$ cat src/rtl/hazard_pkg.sv
// Shared types and constants for the pipeline hazard/forwarding controller.
package hazard_pkg;

   localparam int unsigned DEST_W      = 8;
   localparam int unsigned CNT_W       = 4;
   localparam int unsigned FWD_REGFILE = 0;

   // One tracked post-decode pipeline slot.
   typedef struct packed {
      logic              valid;
      logic [DEST_W-1:0] dest;
      logic              wen;
      logic              load;
      logic              multi;
   } slot_t;

endpackage

$ cat src/rtl/hazard_slot_match.sv
// Per-slot source match against the instruction in D, plus load-dependency flag.
module hazard_slot_match
   import hazard_pkg::*;
(
   input  slot_t             slot,
   input  logic [DEST_W-1:0] reg1Address,
   input  logic [DEST_W-1:0] reg2Address,
   input  logic              use1,
   input  logic              use2,
   output logic              match1,
   output logic              match2,
   output logic              loadHit
);

   logic producer;
   logic unusedMulti;

   assign producer    = slot.valid & slot.wen;
   assign match1      = producer & use1 & (slot.dest == reg1Address) & (reg1Address != '0);
   assign match2      = producer & use2 & (slot.dest == reg2Address) & (reg2Address != '0);
   assign loadHit     = slot.load & (match1 | match2);
   assign unusedMulti = slot.multi;

endmodule

$ cat src/rtl/pipeline_hazard_ctrl.sv
// Hazard and forwarding controller: tracks in-flight destinations, raises
// stall/flush/hold/bubble controls and registers forward selects for E.
module pipeline_hazard_ctrl
   import hazard_pkg::*;
#(
   parameter int unsigned ADDRESSWIDTH = 4,
   parameter int unsigned STAGES       = 3,
   parameter int unsigned LOADSTAGE    = 2,
   parameter int unsigned MCLAT        = 4,
   parameter int unsigned FSW          = $clog2(STAGES)
) (
   input  logic                    clock,
   input  logic                    reset,
   input  logic                    validD,
   input  logic [ADDRESSWIDTH-1:0] reg1AddressD,
   input  logic [ADDRESSWIDTH-1:0] reg2AddressD,
   input  logic                    use1D,
   input  logic                    use2D,
   input  logic [ADDRESSWIDTH-1:0] regDestinationAddressD,
   input  logic                    writeEnableD,
   input  logic                    isLoadD,
   input  logic                    isMultiD,
   input  logic                    takeBranchE,
   output logic                    stallF,
   output logic                    stallD,
   output logic                    flushD,
   output logic                    flushE,
   output logic                    holdE,
   output logic                    bubbleM,
   output logic [FSW-1:0]          data1ForwardSelectorE,
   output logic [FSW-1:0]          data2ForwardSelectorE
);

   if (STAGES < 2 || STAGES > 8 || LOADSTAGE < 1 || LOADSTAGE >= STAGES ||
       MCLAT < 1 || MCLAT > 15 || ADDRESSWIDTH < 1 || ADDRESSWIDTH > DEST_W) begin : gBadParams
      $error("pipeline_hazard_ctrl: illegal parameter combination");
   end

   slot_t             slots [1:STAGES];
   slot_t             slotD;
   logic [DEST_W-1:0] reg1Wide;
   logic [DEST_W-1:0] reg2Wide;
   logic [STAGES:1]   match1;
   logic [STAGES:1]   match2;
   logic [STAGES:1]   loadHit;
   logic [CNT_W-1:0]  cnt;
   logic [FSW-1:0]    fwd1;
   logic [FSW-1:0]    fwd2;
   logic [FSW-1:0]    fwd1Next;
   logic [FSW-1:0]    fwd2Next;
   logic              luAny;
   logic              luStall;
   logic              hold;
   logic              stallInt;
   logic              advance;
   logic              unusedBits;

   assign reg1Wide = DEST_W'(reg1AddressD);
   assign reg2Wide = DEST_W'(reg2AddressD);

   always_comb begin
      slotD       = '0;
      slotD.valid = validD;
      slotD.dest  = DEST_W'(regDestinationAddressD);
      slotD.wen   = writeEnableD;
      slotD.load  = isLoadD;
      slotD.multi = isMultiD;
   end

   for (genvar s = 1; s <= STAGES; s++) begin : gSlot
      hazard_slot_match uMatch (
         .slot        (slots[s]),
         .reg1Address (reg1Wide),
         .reg2Address (reg2Wide),
         .use1        (use1D),
         .use2        (use2D),
         .match1      (match1[s]),
         .match2      (match2[s]),
         .loadHit     (loadHit[s])
      );
   end

   // Only producers younger than the load-result slot force a stall.
   if (LOADSTAGE > 1) begin : gLoadUse
      assign luAny = |loadHit[LOADSTAGE-1:1];
   end else begin : gNoLoadUse
      assign luAny = 1'b0;
   end

   // The WB slot is excluded: register-file write-through covers it.
   always_comb begin
      fwd1Next = FSW'(FWD_REGFILE);
      fwd2Next = FSW'(FWD_REGFILE);
      for (int s = int'(STAGES) - 1; s >= 1; s--) begin
         if (match1[s]) fwd1Next = FSW'(s);
         if (match2[s]) fwd2Next = FSW'(s);
      end
   end

   assign luStall  = validD & luAny;
   assign hold     = (cnt != '0);
   assign stallInt = (luStall | hold) & ~takeBranchE;
   assign advance  = validD & ~stallInt & ~takeBranchE & ~hold;

   assign stallF  = stallInt & ~reset;
   assign stallD  = stallInt & ~reset;
   assign flushD  = takeBranchE | reset;
   assign flushE  = takeBranchE | (luStall & ~hold) | reset;
   assign holdE   = hold & ~reset;
   assign bubbleM = hold & ~reset;

   assign data1ForwardSelectorE = fwd1;
   assign data2ForwardSelectorE = fwd2;

   always_ff @(posedge clock) begin
      if (reset) begin
         for (int s = 1; s <= int'(STAGES); s++) slots[s] <= '0;
         cnt  <= '0;
         fwd1 <= FSW'(FWD_REGFILE);
         fwd2 <= FSW'(FWD_REGFILE);
      end else begin
         // While E holds, slot1 keeps the multi op and a bubble enters slot2.
         if (hold) begin
            slots[2] <= '0;
            for (int s = 3; s <= int'(STAGES); s++) slots[s] <= slots[s-1];
         end else begin
            slots[1] <= advance ? slotD : '0;
            for (int s = 2; s <= int'(STAGES); s++) slots[s] <= slots[s-1];
         end

         if (advance && isMultiD) cnt <= CNT_W'(MCLAT - 1);
         else if (hold)           cnt <= cnt - CNT_W'(1);

         if (advance) begin
            fwd1 <= fwd1Next;
            fwd2 <= fwd2Next;
         end else if (!hold) begin
            fwd1 <= FSW'(FWD_REGFILE);
            fwd2 <= FSW'(FWD_REGFILE);
         end
      end
   end

   branchNotDuringMulti : assert property (@(posedge clock) disable iff (reset)
      !(takeBranchE && hold && slots[1].multi));

   assign unusedBits = ^{match1[STAGES], match2[STAGES], loadHit};

endmodule

$ cat config.mk
export PLATFORM = sky130hd
export DESIGN_NAME = pipeline_hazard_ctrl
export DESIGN_NICKNAME = d
export VERILOG_FILES = /design/src/rtl/hazard_pkg.sv /design/src/rtl/hazard_slot_match.sv /design/src/rtl/pipeline_hazard_ctrl.sv
export SDC_FILE = /design/constraint.sdc
export NUM_CORES = 1
export LEC_CHECK = 0
export CAP_MARGIN = 20
export CORE_AREA = 2 2 62 64
export CTS_CLUSTER_SIZE = 30
export DETAILED_ROUTE_END_ITERATION = 7
export DIE_AREA = 0 0 64 66
export GPL_ROUTABILITY_DRIVEN = 1
export MAX_ROUTING_LAYER = met4
export SYNTH_ARGS = -nofsm -noshare
export SYNTH_HDL_FRONTEND = slang
export SYNTH_SLANG_ARGS = --single-unit
$ cat constraint.sdc
create_clock -name clock -period 1.7 [get_ports clock]
set_input_delay 0.34 -clock clock [delete_from_list [all_inputs] [get_ports clock]]
set_output_delay 0.34 -clock clock [all_outputs]
set_load 0.005 [all_outputs]
==> flow_summary.yaml, run 1 <==
layout:
  n_antenna_cell: 0
  fin_nets: 204
  final_layout_size_suffix_gt1_frac: 0.3867
  design_area_um2: 1887
  areaGrowthSynthToFinish_pct: 59.58
sta:
  timing.fmax_ghz: 0.4772
  fin_crit_ns: 2.095
  fin_skew_ns: 0.009449
  hold_viol_final: 0
  post-route-period-util: 1.233
  fin_ws_ns: -0.3955
  setup_violations: 11
  final_max_slew_viol_count: 0
  rsz0062_at_grt: "true"
floorplan:
  die_w_um: 64
  start_util: 0.3330
  die-area_um2: 4224
  io_pins: 31
  coreArea_um2: 3551
  rows: 22
  die_y_um: 66
status:
  status: "finished with violations"
  violations: "negative setup slack"
worst_setup_path:
  slowest_stage: "edfxtp_1"
  reg2reg_setup_slack_ns: -0.13
  crit_path_max_fanout: 3
  crit_arrival_ns: 1.76
  end_kind: "output pin"
  cpPeakStageDelay_ns: 0.46
  startpoint: "slots[1][3]"
  r2r_start: "slots[1][3]"
  start_kind: "flip-flop"
  crit_type: "flip-flop to output pin"
  reg2reg_to: "slots[1][1]"
  worst-path-buf-inv: 1
  required_ns: 1.36
  critical_path.top_delay_family: "flip-flops"
  r2r_cells: 7
  worstPathCellList: "xor2_1 -> nor3_2 -> nand2_2 -> a21o_4 -> a21oi_2 -> buf_2"
pwr:
  p_sw_mw: 0.7011
  power_density_nw_per_um2: 1070
  p_leak_nw: 0.8193
  total_power_mw: 2.020
  power_frac_comb: 0.487
  power.share.clock: 0.116
  pwr-share-seq: 0.398
  peakVddDrop_uv: 632.2
  intPower_mw: 1.319
  switching_share: 0.3471
yosys:
  synthTopCellsByCount: "edfxtp_1 (13), xor2_1 (12), and3_1 (11), nand2_1 (10)"
  synthArstFlopShare: 0
  avgSynthCellArea_um2: 10.56
  ys_types: 36
  synth_top_cell_area_share: 0.3302
  yosysTopAreaCell: "edfxtp_1"
  synth_area_um2: 1182
  seq_area_frac_synth: 0.4656
  synth.most_common_cell: "edfxtp_1"
  synth_area_leaders: "edfxtp_1 (33%), dfxtp_1 (14%), xor2_1 (8.9%), and3_1 (5.8%), xnor2_1 (4.4%)"
  synth-seq-cells: 21
  synth_edf_count: 13
  syn_inst: 112
  synthFlopType: "edfxtp_1"
  ys_warn_count: 0
clock_network:
  hold_buffers: 0
  clock-sinks: 21
  cts_tree: "done"
  path_clk_slew_ns: 0.12
  cts_buffer_depth: 2
  cts_buffers: 3
  clock_latency_ns: 0.30
  ctsHtreeMaxLevel: 1
  root_buffer: "clkbuf_4"
routing:
  wl_um: 2699
  antenna_left: 0
  remaining_drc_errors: 0
  dr_total_vias: 1058
  wl_per_cell_um: 11.79
  drtPass1Iterations: 4
  vias_per_cell: 4.620
  drt-initial-drc-count: 38
place:
  placed_area_um2: 1758
  gp_congestion: 0.7664
  dp_hpwl_um: 2182
  port_buffers: 30
global_route:
  overflow: 0
  grt_max_degree: 12
  gr-usage-all-layers: 0.1492
  grt_pass1_wl_um: 4733
  antenna_found_initial: 0
  grt_pass1_vias: 1094
min_path:
  min_to: "data1ForwardSelectorE[1]"
  hold_class: "flip-flop to flip-flop"
  min_from: "data1ForwardSelectorE[1]"
  hold_depth: 2
run:
  cap_violations: 0
## cell type report
cell class	instances	area (um^2)
Fill cell	330	1664
Multi-Input combinational cell	88	679.4
Sequential cell	21	553.0
Timing Repair Buffer	62	545.5
Tap cell	48	60.06
Clock buffer	4	26.28
Inverter	6	22.52
## what timing repair did
item	in CTS	in global routing
endpoints found under the setup margin	22	17
pin swaps	12	9
buffers inserted	7	1
resized for setup	37	13
## sequential cells by signal, indices dropped and copies added, names as in the netlist
register and cells:
data2ForwardSelectorE 2, cnt 4, data1ForwardSelectorE 2, slots 13
## metal layers
layer / wire length (um) / track usage
met1: 1194 / 0.1695
met2: 1332 / 0.2565
met3: 140 / 0.03066
met4: 32 / 0.06250
met5: 0 / -
## worst min-delay path, cell delays in order, from the launching register on
cell and delay [ns]:
dfxtp_1 0.34, nand2_1 0.06, o31ai_2 0.05
## placed cells by master, fill, tap and decap left out, types with 2 or more instances in the layout
master / count
nor2_2: 3
dfxtp_2: 2
nor2_1: 6
o31ai_2: 2
nor3_2: 2
dfxtp_1: 6
xnor2_1: 6
nand2_2: 2
inv_1: 3
dlygate4sd2_1: 6
and3_1: 6
nor3_1: 2
dlymetal6s2s_1: 4
edfxtp_1: 13
buf_2: 5
xor2_1: 11
buf_4: 27
nand2_1: 10
o21ai_0: 3
buf_6: 4
nand3_2: 2
nand3_1: 2
inv_2: 3
conb_1: 6
clkbuf_4: 3
o21ai_1: 2
clkdlybuf4s50_1: 15
and3_4: 5
## worst max-delay path by stage
stage	endpoint	slack, ns	depth (start not counted)
after floorplan	stallF	-0.05	6
after global placement	stallF	-0.85	7
after detailed placement	stallF	-0.88	7
after CTS	stallF	-0.48	6
after global routing	stallD	-0.52	6
final	stallF	-0.40	6
## stage by stage
step	hold slack, ns	cells	util	setup TNS [ns]	worst slack [ns]
2_1_floorplan	0.4487	117	-	-0.05390	-0.05390
3_3_place_gp	0.4439	218	0.4951	-7.429	-0.8536
3_5_place_dp	0.4518	218	0.4951	-7.886	-0.8825
4_1_cts	0.4784	229	0.5183	-2.899	-0.4839
5_1_grt	0.5009	229	0.5314	-3.319	-0.5174
6_report	0.4744	229	0.5314	-2.007	-0.3955
## cell families (layout without fill, tap and decap cells)
family | after synthesis | count (layout) | synth area share
xor gates and xnor gates | 18 | 18 | 0.1333
DFF | 21 | 21 | 0.4656
buffers and inverters | 8 | 72 | 0.03174
muxes | 1 | 1 | 0.008466
other | 1 | 6 | 0.003172
AOI/OAI and AO/OA | 16 | 16 | 0.1153
and+or+nand+nor | 46 | 46 | 0.2318
adders and majority gates | 1 | 1 | 0.01058
## power by group through the flow
stage / logic [mW] / clock network (mW) / registers, mW
floorplan: 0.489 / 0 / 0.786
global placement: 0.874 / 0 / 0.802
detailed placement: 0.908 / 0 / 0.810
CTS: 0.987 / 0.245 / 0.806
global route: 1.08 / 0.275 / 0.818
finish: 0.983 / 0.234 / 0.803
No activity file was read; power rests on OpenSTA's default activity.
==> inputs of run 2 (changes only) <==
==> constraint.sdc (replaced) <==
create_clock -name clock -period 1.68 [get_ports clock]
set_input_delay 0.336 -clock clock [delete_from_list [all_inputs] [get_ports clock]]
set_output_delay 0.336 -clock clock [all_outputs]
set_load 0.005 [all_outputs]
==> flow_summary.yaml, run 2 (same netlist as run 1, synthesis figures left out) <==
status:
  status: "finished with violations"
  violations: "negative setup slack"
clock_network:
  cts_tree: "done"
  clock_latency_ns: 0.29
  cts_buffers: 3
  clock-sinks: 21
  root_buffer: "clkbuf_4"
  cts_buffer_depth: 2
  path_clk_slew_ns: 0.11
  hold_buffers: 0
  ctsHtreeMaxLevel: 1
routing:
  remaining_drc_errors: 0
  antenna_left: 0
  drt-initial-drc-count: 34
  drtPass1Iterations: 4
  vias_per_cell: 4.524
  wl_um: 2709
  wl_per_cell_um: 11.83
  dr_total_vias: 1036
worst_setup_path:
  r2r_cells: 6
  reg2reg_setup_slack_ns: -0.08
  reg2reg_to: "slots[1][5]"
  r2r_start: "slots[1][4]"
  required_ns: 1.34
  endpoint: "stallF"
  crit_arrival_ns: 1.75
  startpoint: "slots[1][4]"
  crit_path_max_fanout: 3
  start_kind: "flip-flop"
  end_kind: "output pin"
  crit_type: "flip-flop to output pin"
layout:
  final_common_cell: "buf_4"
  fin_nets: 204
  areaGrowthSynthToFinish_pct: 58.20
  regMostFlops: "slots"
  design_area_um2: 1871
  post-route-util: 0.5268
  final_layout_size_suffix_gt1_frac: 0.3757
  largest_reg_flops: 13
  n_antenna_cell: 0
  layout_common_cells: "buf_4 (31), clkdlybuf4s50_1 (17), edfxtp_1 (13)"
  reg.largest.list: "slots: 13 flops, cnt: 4 flops"
  final_cells: 229
sta:
  hold_slack_ns: 0.4677
  setup_violations: 11
  post-route-period-util: 1.241
  rsz0062_at_grt: "true"
  fin_skew_ns: 0.005410
  setup_tns_ns: -1.714
  fin_crit_ns: 2.085
  final_max_slew_viol_count: 0
  hold_viol_final: 0
  fin_ws_ns: -0.4047
  timing.fmax_ghz: 0.4797
floorplan:
  die_w_um: 64
  die-area_um2: 4224
  die_y_um: 66
  start_util: 0.3330
  rows: 22
  coreArea_um2: 3551
  io_pins: 31
place:
  dp_hpwl_um: 2219
  gp_congestion: 0.7676
  pre_cts_slack_ns: -0.9093
  dp_cells: 219
  placed_area_um2: 1765
  port_buffers: 30
pwr:
  total_power_mw: 2.062
  peakVddDrop_uv: 785.9
  p_leak_nw: 0.8089
  power_density_nw_per_um2: 1102
global_route:
  grt_max_degree: 12
  overflow: 0
  grt_pass1_vias: 1039
  antenna_found_initial: 0
  gr-usage-all-layers: 0.1408
  grt_pass1_wl_um: 4547
min_path:
  hold_class: "flip-flop to flip-flop"
run:
  cap_violations: 0
## run 2: cell count changes in the layout (fill, tap and decap cells not counted), moves of 2 or more
cell / previous run / this run
and3_4: 5 / 2
clkdlybuf4s50_1: 15 / 17
buf_4: 27 / 31
buf_6: 4 / 1
dlymetal6s2s_1: 4 / 2
and3_1: 6 / 9
## run 2: critical path: stages (launching register included)
cell and delay (ns):
edfxtp_1 0.47, xor2_2 0.19, nor3_4 0.19, nand3_2 0.11
a21o_4 0.25, a21oi_4 0.12, buf_2 0.13
## run 2: worst min path at each step
stage	slack [ns]	cells past startpoint	startpoint	endpoint
finish	0.47	2	data1ForwardSelectorE[0]	data1ForwardSelectorE[0]
global route	0.52	2	data1ForwardSelectorE[0]	data1ForwardSelectorE[0]
CTS	0.47	2	data1ForwardSelectorE[0]	data1ForwardSelectorE[0]
detailed placement	0.45	2	data1ForwardSelectorE[0]	data1ForwardSelectorE[0]
global placement	0.44	2	data1ForwardSelectorE[0]	data1ForwardSelectorE[0]
floorplan	0.45	2	data1ForwardSelectorE[0]	data1ForwardSelectorE[0]
## run 2: layer usage
metal  share of wire  routed length (um)  global-route usage  vias up
met5               0                   0                   -        -
met4          0.0059                  16             0.02717        0
met3           0.049                 133             0.02896        2
met2            0.51                1383              0.2500       28
met1            0.43                1176              0.1658      475
li1                -                   -                   -      531
## run 2: what timing repair did
item	in CTS	in global routing
gates resized for setup	37	9
pin swaps	13	9
buffers inserted	5	3
setup endpoints to repair	24	24
endpoints found under the hold margin	0	0
## run 2: cell type report
| cell class | instances | area (um^2) |
|---|---|---|
| fill | 325 | 1680 |
| multi-input combinational | 88 | 673.1 |
| sequential | 21 | 553.0 |
| timing repair buffer | 62 | 533.0 |
| tap | 48 | 60.06 |
| clock buffer | 4 | 26.28 |
| inverter | 6 | 25.02 |
## run 2: power breakdown
group | internal [mW] | leakage (nW) | switching, mW
combinational | 0.551 | 0.590 | 0.465
clock | 0.0923 | 0.0150 | 0.139
sequential | 0.701 | 0.204 | 0.113
total | 1.34 | 0.809 | 0.717
==> inputs of run 3 (changes only) <==
--- a/config.mk
+++ b/config.mk
@@ -5,7 +5,6 @@
 export SDC_FILE = /design/constraint.sdc
 export NUM_CORES = 1
 export LEC_CHECK = 0
-export CAP_MARGIN = 20
 export CORE_AREA = 2 2 62 64
 export CTS_CLUSTER_SIZE = 30
 export DETAILED_ROUTE_END_ITERATION = 7
==> results of run 3 <==
No change in the layout: final DEF, timing and power equal those of run 2.
